--- config.mk ---
export PLATFORM = sky130hd
export DESIGN_NAME = ifu_fill_engine_flat
export DESIGN_NICKNAME = d
export VERILOG_FILES = /design/src/rtl/ifu_fill_engine_if.sv /design/src/rtl/ifu_fill_engine.sv /design/src/flat_wrapper.sv
export SDC_FILE = /design/constraint.sdc
export NUM_CORES = 1
export LEC_CHECK = 0
export ABC_AREA = 1
export CORE_ASPECT_RATIO = 0.75
export CORE_MARGIN = 2
export CORE_UTILIZATION = 50
export DETAILED_ROUTE_END_ITERATION = 10
export GPL_TIMING_DRIVEN = 0
export PLACE_DENSITY = 0.77
export SLEW_MARGIN = 0
export SYNTH_ARGS = -nofsm -noshare
export SYNTH_HDL_FRONTEND = slang
export SYNTH_SLANG_ARGS = --single-unit
--- constraint.sdc ---
create_clock -name clk -period 2.6 [get_ports clk]
set_input_delay 0.39 -clock clk [delete_from_list [all_inputs] [get_ports clk]]
set_output_delay 0.39 -clock clk [all_outputs]
set_load 0.01 [all_outputs]
--- src/rtl/ifu_fill_engine_if.sv ---
// Bundle between ifu_fill_engine and its cache-side and memory-side neighbours.
// slave: the fill engine's view. master: the cache plus instruction-memory view.
interface ifu_fill_engine_if #(
   parameter int CL_WIDTH   = 128,
   parameter int WORD_WIDTH = 32,
   parameter int ADDR_WIDTH = 32
);
   logic [ADDR_WIDTH-1:0] fill_req_addr;
   logic                  fill_req_valid;
   logic [CL_WIDTH-1:0]   fill_rsp_line;
   logic [ADDR_WIDTH-1:0] fill_rsp_addr;
   logic                  fill_rsp_valid;
   logic                  busy;
   logic                  mem_rd_req;
   logic [ADDR_WIDTH-1:0] mem_rd_addr;
   logic                  mem_rd_ready;
   logic                  mem_rd_rsp_valid;
   logic [WORD_WIDTH-1:0] mem_rd_rsp_data;
   logic                  spurious_rsp;

   modport slave (
      input  fill_req_addr, fill_req_valid, mem_rd_ready, mem_rd_rsp_valid, mem_rd_rsp_data,
      output fill_rsp_line, fill_rsp_addr, fill_rsp_valid, busy, mem_rd_req, mem_rd_addr,
             spurious_rsp
   );

   modport master (
      output fill_req_addr, fill_req_valid, mem_rd_ready, mem_rd_rsp_valid, mem_rd_rsp_data,
      input  fill_rsp_line, fill_rsp_addr, fill_rsp_valid, busy, mem_rd_req, mem_rd_addr,
             spurious_rsp
   );
endinterface

--- src/rtl/ifu_fill_engine.sv ---
// Cache line fill engine: one outstanding word read at a time, line assembled and returned
// with a one-cycle valid. Define IFU_FILL_CWF_EN to issue the critical word first.
//
// state   | meaning
// S_IDLE  | waiting for a fill request; captures the line address
// S_ISSUE | word read request held on the memory port until accepted
// S_WAIT  | request accepted, waiting for its read data
// S_RSP   | assembled line presented with fill_rsp_valid for one cycle
module ifu_fill_engine #(
   parameter int CL_WIDTH   = 128,
   parameter int WORD_WIDTH = 32,
   parameter int ADDR_WIDTH = 32
) (
   input  logic               clk,
   input  logic               rst_n,
   ifu_fill_engine_if.slave   bus
);
   localparam int WORDS = CL_WIDTH / WORD_WIDTH;
   localparam int OFF   = $clog2(CL_WIDTH / 8);
   localparam int WB    = $clog2(WORD_WIDTH / 8);
   localparam int IDX_W = (WORDS > 1) ? $clog2(WORDS) : 1;
   localparam logic [ADDR_WIDTH-1:0] OFF_MASK = ADDR_WIDTH'((CL_WIDTH / 8) - 1);

   typedef enum logic [1:0] {S_IDLE, S_ISSUE, S_WAIT, S_RSP} state_t;

   state_t                         state_q, state_d;
   logic [IDX_W-1:0]               cnt_q;
   logic [IDX_W-1:0]               start_off;
   logic [IDX_W-1:0]               idx;
   logic [ADDR_WIDTH-1:0]          line_addr_q;
   logic [ADDR_WIDTH-1:0]          rsp_addr_q;
   logic [WORDS-1:0][WORD_WIDTH-1:0] line_buf_q, line_buf_d;
   logic [CL_WIDTH-1:0]            rsp_line_q;
   logic                           spurious_q;
   logic                           rsp_take;
   logic                           last_word;

`ifdef IFU_FILL_CWF_EN
   logic [IDX_W-1:0] start_off_q;

   always_ff @(posedge clk or negedge rst_n) begin
      if (!rst_n) begin
         start_off_q <= '0;
      end else if (state_q == S_IDLE && bus.fill_req_valid) begin
         start_off_q <= bus.fill_req_addr[OFF-1:WB];
      end
   end

   assign start_off = start_off_q;
`else
   assign start_off = '0;
`endif

   // Power-of-two WORDS makes the natural adder wrap the modulo.
   assign idx       = cnt_q + start_off;
   assign last_word = (cnt_q == IDX_W'(WORDS - 1));

   always_ff @(posedge clk or negedge rst_n) begin
      if (!rst_n) begin
         state_q <= S_IDLE;
      end else begin
         state_q <= state_d;
      end
   end

   always_comb begin
      state_d  = state_q;
      rsp_take = 1'b0;
      case (state_q)
         S_IDLE: begin
            if (bus.fill_req_valid) state_d = S_ISSUE;
         end
         S_ISSUE: begin
            if (bus.mem_rd_ready) state_d = S_WAIT;
         end
         S_WAIT: begin
            if (bus.mem_rd_rsp_valid) begin
               rsp_take = 1'b1;
               state_d  = last_word ? S_RSP : S_ISSUE;
            end
         end
         S_RSP: begin
            state_d = S_IDLE;
         end
         default: begin
            state_d = S_IDLE;
         end
      endcase
   end

   always_comb begin
      line_buf_d      = line_buf_q;
      line_buf_d[idx] = bus.mem_rd_rsp_data;
   end

   // Output line/address live in their own registers so they only change when a new line is ready.
   always_ff @(posedge clk or negedge rst_n) begin
      if (!rst_n) begin
         cnt_q       <= '0;
         line_addr_q <= '0;
         line_buf_q  <= '0;
         rsp_line_q  <= '0;
         rsp_addr_q  <= '0;
         spurious_q  <= 1'b0;
      end else begin
         if (state_q == S_IDLE && bus.fill_req_valid) begin
            line_addr_q <= bus.fill_req_addr & ~OFF_MASK;
            cnt_q       <= '0;
         end
         if (rsp_take) begin
            line_buf_q <= line_buf_d;
            if (last_word) begin
               rsp_line_q <= line_buf_d;
               rsp_addr_q <= line_addr_q;
            end else begin
               cnt_q <= cnt_q + 1'b1;
            end
         end
         if (bus.mem_rd_rsp_valid && state_q != S_WAIT) begin
            spurious_q <= 1'b1;
         end
      end
   end

   assign bus.mem_rd_req     = (state_q == S_ISSUE);
   assign bus.mem_rd_addr    = (state_q == S_ISSUE) ? (line_addr_q | (ADDR_WIDTH'(idx) << WB)) : '0;
   assign bus.fill_rsp_valid = (state_q == S_RSP);
   assign bus.fill_rsp_line  = rsp_line_q;
   assign bus.fill_rsp_addr  = rsp_addr_q;
   assign bus.busy           = (state_q != S_IDLE);
   assign bus.spurious_rsp   = spurious_q;
endmodule

--- src/flat_wrapper.sv ---
// flat-port wrapper written by rule: the top's interface ports become plain ports
module ifu_fill_engine_flat 
#(
   parameter int CL_WIDTH   = 128,
   parameter int WORD_WIDTH = 32,
   parameter int ADDR_WIDTH = 32
)
  (clk, rst_n, bus_fill_req_addr, bus_fill_req_valid, bus_mem_rd_ready, bus_mem_rd_rsp_valid, bus_mem_rd_rsp_data, bus_fill_rsp_line, bus_fill_rsp_addr, bus_fill_rsp_valid, bus_busy, bus_mem_rd_req, bus_mem_rd_addr, bus_spurious_rsp);
  ifu_fill_engine_if #(.CL_WIDTH(CL_WIDTH), .WORD_WIDTH(WORD_WIDTH), .ADDR_WIDTH(ADDR_WIDTH)) bus_i ();
  input  logic clk;
  input  logic rst_n;
  input wire logic [$bits(bus_i.fill_req_addr)-1:0] bus_fill_req_addr;
  input wire logic [$bits(bus_i.fill_req_valid)-1:0] bus_fill_req_valid;
  input wire logic [$bits(bus_i.mem_rd_ready)-1:0] bus_mem_rd_ready;
  input wire logic [$bits(bus_i.mem_rd_rsp_valid)-1:0] bus_mem_rd_rsp_valid;
  input wire logic [$bits(bus_i.mem_rd_rsp_data)-1:0] bus_mem_rd_rsp_data;
  output wire logic [$bits(bus_i.fill_rsp_line)-1:0] bus_fill_rsp_line;
  output wire logic [$bits(bus_i.fill_rsp_addr)-1:0] bus_fill_rsp_addr;
  output wire logic [$bits(bus_i.fill_rsp_valid)-1:0] bus_fill_rsp_valid;
  output wire logic [$bits(bus_i.busy)-1:0] bus_busy;
  output wire logic [$bits(bus_i.mem_rd_req)-1:0] bus_mem_rd_req;
  output wire logic [$bits(bus_i.mem_rd_addr)-1:0] bus_mem_rd_addr;
  output wire logic [$bits(bus_i.spurious_rsp)-1:0] bus_spurious_rsp;
  assign bus_i.fill_req_addr = bus_fill_req_addr;
  assign bus_i.fill_req_valid = bus_fill_req_valid;
  assign bus_i.mem_rd_ready = bus_mem_rd_ready;
  assign bus_i.mem_rd_rsp_valid = bus_mem_rd_rsp_valid;
  assign bus_i.mem_rd_rsp_data = bus_mem_rd_rsp_data;
  assign bus_fill_rsp_line = bus_i.fill_rsp_line;
  assign bus_fill_rsp_addr = bus_i.fill_rsp_addr;
  assign bus_fill_rsp_valid = bus_i.fill_rsp_valid;
  assign bus_busy = bus_i.busy;
  assign bus_mem_rd_req = bus_i.mem_rd_req;
  assign bus_mem_rd_addr = bus_i.mem_rd_addr;
  assign bus_spurious_rsp = bus_i.spurious_rsp;
  ifu_fill_engine #(.CL_WIDTH(CL_WIDTH), .WORD_WIDTH(WORD_WIDTH), .ADDR_WIDTH(ADDR_WIDTH)) u_core (.clk(clk), .rst_n(rst_n), .bus(bus_i));
endmodule
==> results.md, run 1 <==
* CTS buffer count at 30
* Clk sink count at 317
* Minimum clock period at 2.498 ns
* HPWL Detailed at 28220 um
* I/O pins at 265
* Period utilization at 96.06%
* CP Cell Sequence: inv_1, nand2_2, clkbuf_8, nor2_1, clkdlybuf4s50_1
* Register Area at 7933 um2
* R2R Setup Slk at 0.46 ns
* Yosys warnings at 0
* Routed wire length at 38870 um
* Synthesized instance count at 1689
* Fin. Hold Viols at 0
* Clock transition at path regs at 0.06 ns
* Syn_area_per_cell at 8.078 um2
* Antenna Violating Nets Remaining at 0
* Die Y at 147.1 um
* Initial DRC Count at 1111
* Worst-Margin Slew at 0.6937 ns
* GR Overflow Total at 0
* Post-Layout Inst Area at 17790 um2
* Worst Hold Class: input port to async pin
* Setup Skew at 0.006830 ns
* Peak supply drop at 0.6469 mV
* Die W at 194.8 um
* Post-Syn Area at 13640 um2
* Multi-input logic area at 4562 um2
* Fill cell count at 2235
* Max-Cap Viols at 0
* DP Cell Count at 2301
* CTS root buffer: clkbuf_16
* Layout cells sized above 1 at 6.733%
* Post-synth top area cell: dfrtp_1
* Largest net degree at the start of global routing at 123
* Synth top area cells: dfrtp_1 58%, nand2_1 20%, o21ai_0 9.5%, inv_1 4.5%, buf_2 2.2%
* Arrival @ worst endpoint at 2.11 ns
* CP peak stage delay at 0.56 ns
* RSZ-0062 raised after global routing: false
* CTS tree: yes
* Residual DRC at 0
* FF+latch count, synth at 317
* WP data required at 2.21 ns
* Die area at 28640 um2
* Crit-path max FO at 10
* RR Endpoint: u_core.line_buf_q[42]
* Unique masters post-synth at 17
* Slew Viols, Final at 0
* Outcome: finished, final reports clean
* First-pass GRT wire length at 62400 um
* Commonest cells after routing, fill and taps aside: 737 x nand2_1, 317 x dfrtp_1, 258 x o21ai_0, 251 x clkdlybuf4s50_1, 165 x inv_1
* Global Route Usage Sum at 27.30%
* Worst reg2reg path startpoint: u_core.cnt_q[1]
* Clock buffer depth at 3
* WL/cell at 16.49 um
* Worst-Skew Late Latency at 0.56 ns
* First-pass DRT Iterations at 6
* Setup Viol. Count Final at 0
* Placer Congestion at 0.8428
* Vias in the first global route at 11770
* Final non-filler cell total at 2357
* Startpoint Class: flop
* Initial Util at 50.65%
* Vias per cell at 5.194
* Max-slew headroom at 53.76%
* Core area at 26940 um2
* Share of the synthesized area in the top cell type at 58.14%
* Final net count at 2056
* Deepest level of the CTS H-tree at 1
* Antenna violations before repair at 1
* Leak Pwr at 8.869 nW
* Postcts setup bufs at 0
* Total number of vias at 12240
* Leading cell type in the layout, fill and taps excluded: nand2_1
* Slowest-stage cell, CP: clkdlybuf4s50_1
* Buffers on Ports at 254
* Register area share after synthesis at 58.14%
* Reg2reg path depth at 7
* Kind of critical path: flop to primary output
* Layout overhead on the synthesized area at 30.36%
* Crit path capture type: primary output
* Fmax at 400.4 MHz
* Rows at 52
* Placed cell area at 16700 um2
* Pwr per Cell Area at 1164 nW/um2
## report_power, final
part	leakage [nW]	internal, mW	switching, mW	total, mW
sequential	4.10	6.95	0.953	7.91
combinational	4.25	3.59	4.59	8.17
clock	0.516	2.75	1.86	4.62
total	8.87	13.3	7.41	20.7
## metrics by stage
step / power [mW] / TNS [ns] / hold WS (ns) / setup WS [ns] / util [%]
2_1_floorplan: 11.84 / 0 / 0.09441 / 1.173 / -
3_3_place_gp: 15.79 / -3951.81 / 0.4535 / -12.50 / 61.79
3_5_place_dp: 16.01 / 0 / 0.4187 / 0.4359 / 62.02
4_1_cts: 20.72 / -0.01030 / 0.3927 / -0.01030 / 65.99
5_1_grt: 22.01 / 0 / 0.4222 / 0.01278 / 66.03
6_report: 20.70 / 0 / 0.4019 / 0.1024 / 66.03
## registers in the layout, summed over array words and instances, names as in the netlist
name / cells
u_core.state_q: 2
u_core.bus.fill_rsp_line: 128
u_core.bus.spurious_rsp: 1
u_core.line_buf_q: 128
u_core.cnt_q: 2
u_core.line_addr_q: 28
u_core.bus.fill_rsp_addr: 28
## repair_timing
action,CTS,global route
hold buffers,1,0
hold endpoints to repair,80,0
endpoints found under the setup margin,30,27
resized for setup,6,5
## per-layer routing
layer  global-route usage [%]  part of all wire (%)
met5                        0                     0
met4                    8.626                   3.0
met3                    4.936                   7.5
met2                    41.51                    45
met1                    40.18                    45
## cells by family (layout without fill, tap and decap cells)
| family | count (synthesis) | after routing | share of synthesized area (%) |
|---|---|---|---|
| other cells | 1 | 7 | 0.02748 |
| buf+inv | 272 | 583 | 8.583 |
| simple gates | 806 | 806 | 22.27 |
| flops | 317 | 317 | 58.14 |
| compound gates | 289 | 289 | 10.62 |
| fa+ha+maj | 4 | 4 | 0.3668 |
## synthesized netlist by cell type
cell / n
nor2_2: 1
inv_1: 165
buf_6: 3
conb_1: 1
nor2_1: 63
o21bai_1: 1
a21oi_1: 30
nand3_1: 3
o21ai_0: 258
buf_2: 60
nand3_2: 1
ha_1: 4
nand2_1: 738
clkbuf_1: 28
inv_2: 2
dfrtp_1: 317
buf_4: 14
## worst max-delay path: cells and delay by family, from the launching register on
| kind | cells | cell delay [ns] |
|---|---|---|
| buffers and inverters | 3 | 0.87 |
| and+or+nand+nor | 2 | 0.25 |
| DFF | 1 | 0.44 |
## worst max path at each step
stage                                  from                     to  slack (ns)  cells past startpoint
after floorplan             u_core.cnt_q[0]  u_core.line_buf_q[10]        1.17                      8
final                     u_core.state_q[1]     bus_mem_rd_addr[6]        0.10                      5
after global routing      u_core.state_q[1]     bus_mem_rd_addr[6]        0.01                      5
after global placement                rst_n  u_core.line_addr_q[8]      -12.50                      1
after CTS                 u_core.state_q[1]    bus_mem_rd_addr[15]       -0.01                      5
after detailed placement  u_core.state_q[1]     bus_mem_rd_addr[6]        0.44                      5
## cell type report
class	instances	share of cell area, %
Buffer	105	3.158
Antenna cell	1	0.01407
Sequential cell	317	44.60
Inverter	167	3.524
Tap cell	351	2.469
Clock inverter	6	0.5909
Multi-Input combinational cell	1105	25.65
Timing Repair Buffer	257	14.72
Clock buffer	48	5.283
No activity file was read; power rests on OpenSTA's default activity.
==> inputs of run 2 (changes only) <==
PLACE_DENSITY = not set   (was 0.77)
PLACE_DENSITY_LB_ADDON = 0.08   (was not set)
==> results.md, run 2 (synthesis results as in run 1) <==
* WL/cell at 16.28 um
* CTS root buffer: clkbuf_16
* Initial Util at 50.65%
* Vias in the first global route at 11500
* Worst Hold Class: input port to flop
* # diodes at 0
* Residual DRC at 0
* Clock buffer depth at 3
* Antenna violations before repair at 1
* CTS tree: yes
* Largest net degree at the start of global routing at 114
* Arrival @ worst endpoint at 2.11 ns
* Core area at 26940 um2
* Slew Viols, Final at 0
* Initial DRC Count at 908
* WP data required at 2.21 ns
* Layout overhead on the synthesized area at 29.91%
* Startpoint Class: flop
* Final total power at 20.52 mW
* Outcome: finished, final reports clean
* Global Route Usage Sum at 27.00%
* Placer Congestion at 0.8351
* CTS buffer count at 31
* Worst-Skew Late Latency at 0.55 ns
* Setup Viol. Count Final at 0
* Setup Skew at 0.01025 ns
* Rows at 52
* Commonest cells after routing, fill and taps aside: 737 x nand2_1, 317 x dfrtp_1, 258 x o21ai_0, 253 x clkdlybuf4s50_1, 165 x inv_1
* Leading cell type in the layout, fill and taps excluded: nand2_1
* Peak supply drop at 0.6116 mV
* Antenna Violating Nets Remaining at 0
* Clock transition at path regs at 0.06 ns
* Layout cells sized above 1 at 6.730%
* Die W at 194.8 um
* Clk sink count at 317
* Setup ws final at 0.1016 ns
* Die area at 28640 um2
* GR Overflow Total at 0
* Pwr per Cell Area at 1158 nW/um2
* Buffers on Ports at 254
* Vias per cell at 5.100
* Minimum clock period at 2.498 ns
* First-pass GRT wire length at 61380 um
* I/O pins at 265
* Routed wire length at 38370 um
* Fmax at 400.3 MHz
* Crit-path max FO at 10
* Crit path capture type: primary output
* Kind of critical path: flop to primary output
* Period utilization at 96.09%
* DP Cell Count at 2301
* Total number of vias at 12020
* Final non-filler cell total at 2357
* Final net count at 2057
* First-pass DRT Iterations at 5
* HPWL Detailed at 27560 um
* Fin. Hold Viols at 0
* Place WS at 0.4732 ns
* Max-slew headroom at 47.14%
* Worst-Margin Slew at 0.7929 ns
* Deepest level of the CTS H-tree at 1
* RSZ-0062 raised after global routing: false
* Leak Pwr at 8.813 nW
* Max-Cap Viols at 0
* Die Y at 147.1 um
run 2: changes by cell type in the layout (fill, tap and decap cells not counted), moves of 2 or more:
cell / before / now
clkinv_2: 3 / 7
buf_2: 60 / 62
clkbuf_4: 2 / 0
clkbuf_8: 11 / 4
clkdlybuf4s50_1: 251 / 253
dlymetal6s2s_1: 2 / 0
run 2: worst paths after layout:
kind | to | cells after the start | slack, ns | from
hold / removal | u_core.line_addr_q[4] | 3 | 0.40 | bus_fill_req_addr[4]
min in group asynchronous | u_core.bus.fill_rsp_line[46] | 2 | 0.46 | rst_n
hold reg to reg | u_core.bus.fill_rsp_line[42] | 2 | 0.47 | u_core.bus.fill_rsp_line[42]
max in group asynchronous | u_core.bus.fill_rsp_line[126] | 4 | 0.63 | rst_n
setup / recovery | bus_mem_rd_addr[2] | 5 | 0.10 | u_core.state_q[1]
setup reg to reg | u_core.line_buf_q[42] | 7 | 0.43 | u_core.cnt_q[1]
run 2: power breakdown:
part           internal, mW  switching (mW)  total [mW]
clock network          2.60            1.91        4.51
logic                  3.58            4.56        8.14
registers              6.95           0.925        7.88
run 2: what timing repair did:
item | 4_1_cts | 5_1_grt
setup buffers | 0 | 0
endpoints found under the setup margin | 30 | 9
resized for setup | 5 | 3
hold endpoints to repair | 103 | 0
hold buffers | 1 | 0
run 2: critical path, stage by stage (launching register included):
cell	delay (ns)
dfrtp_1	0.43
inv_1	0.10
nand2_2	0.12
buf_4	0.21
nor2_1	0.10
clkdlybuf4s50_1	0.59
run 2: cell type report:
| class | instances | area, um2 |
|---|---|---|
| Fill cell | 2354 | 9210 |
| Sequential cell | 317 | 7933 |
| Multi-Input combinational cell | 1105 | 4562 |
| Timing Repair Buffer | 257 | 2613 |
| Clock buffer | 43 | 860.8 |
| Inverter | 167 | 626.9 |
| Buffer | 105 | 550.5 |
| Tap cell | 351 | 439.2 |
| Clock inverter | 12 | 141.4 |
run 2: metrics by stage:
step           TNS [ns]  hold slack (ns)  util [%]  cell area (um2)
6_report              0           0.4045     65.81            17730
5_1_grt               0           0.4312     65.81            17730
4_1_cts               0           0.3971     65.81            17730
3_5_place_dp          0           0.4570     62.02            16700
3_3_place_gp   -4087.75           0.4531     61.79            16640
2_1_floorplan         0          0.09441         -            13660
run 2: metal layers:
metal	GRT usage (%)	vias up	wire length [um]
met1	39.71	5806	17540
met2	41.88	404	17240
met4	6.107	2	770
met3	5.257	54	2814
li1	-	5754	-
met5	0	-	11
==> inputs of run 3 (changes only) <==
CTS_CLUSTER_SIZE = 24   (was not set)
==> results of run 3 <==
No change in the layout: final DEF, timing and power equal those of run 2.
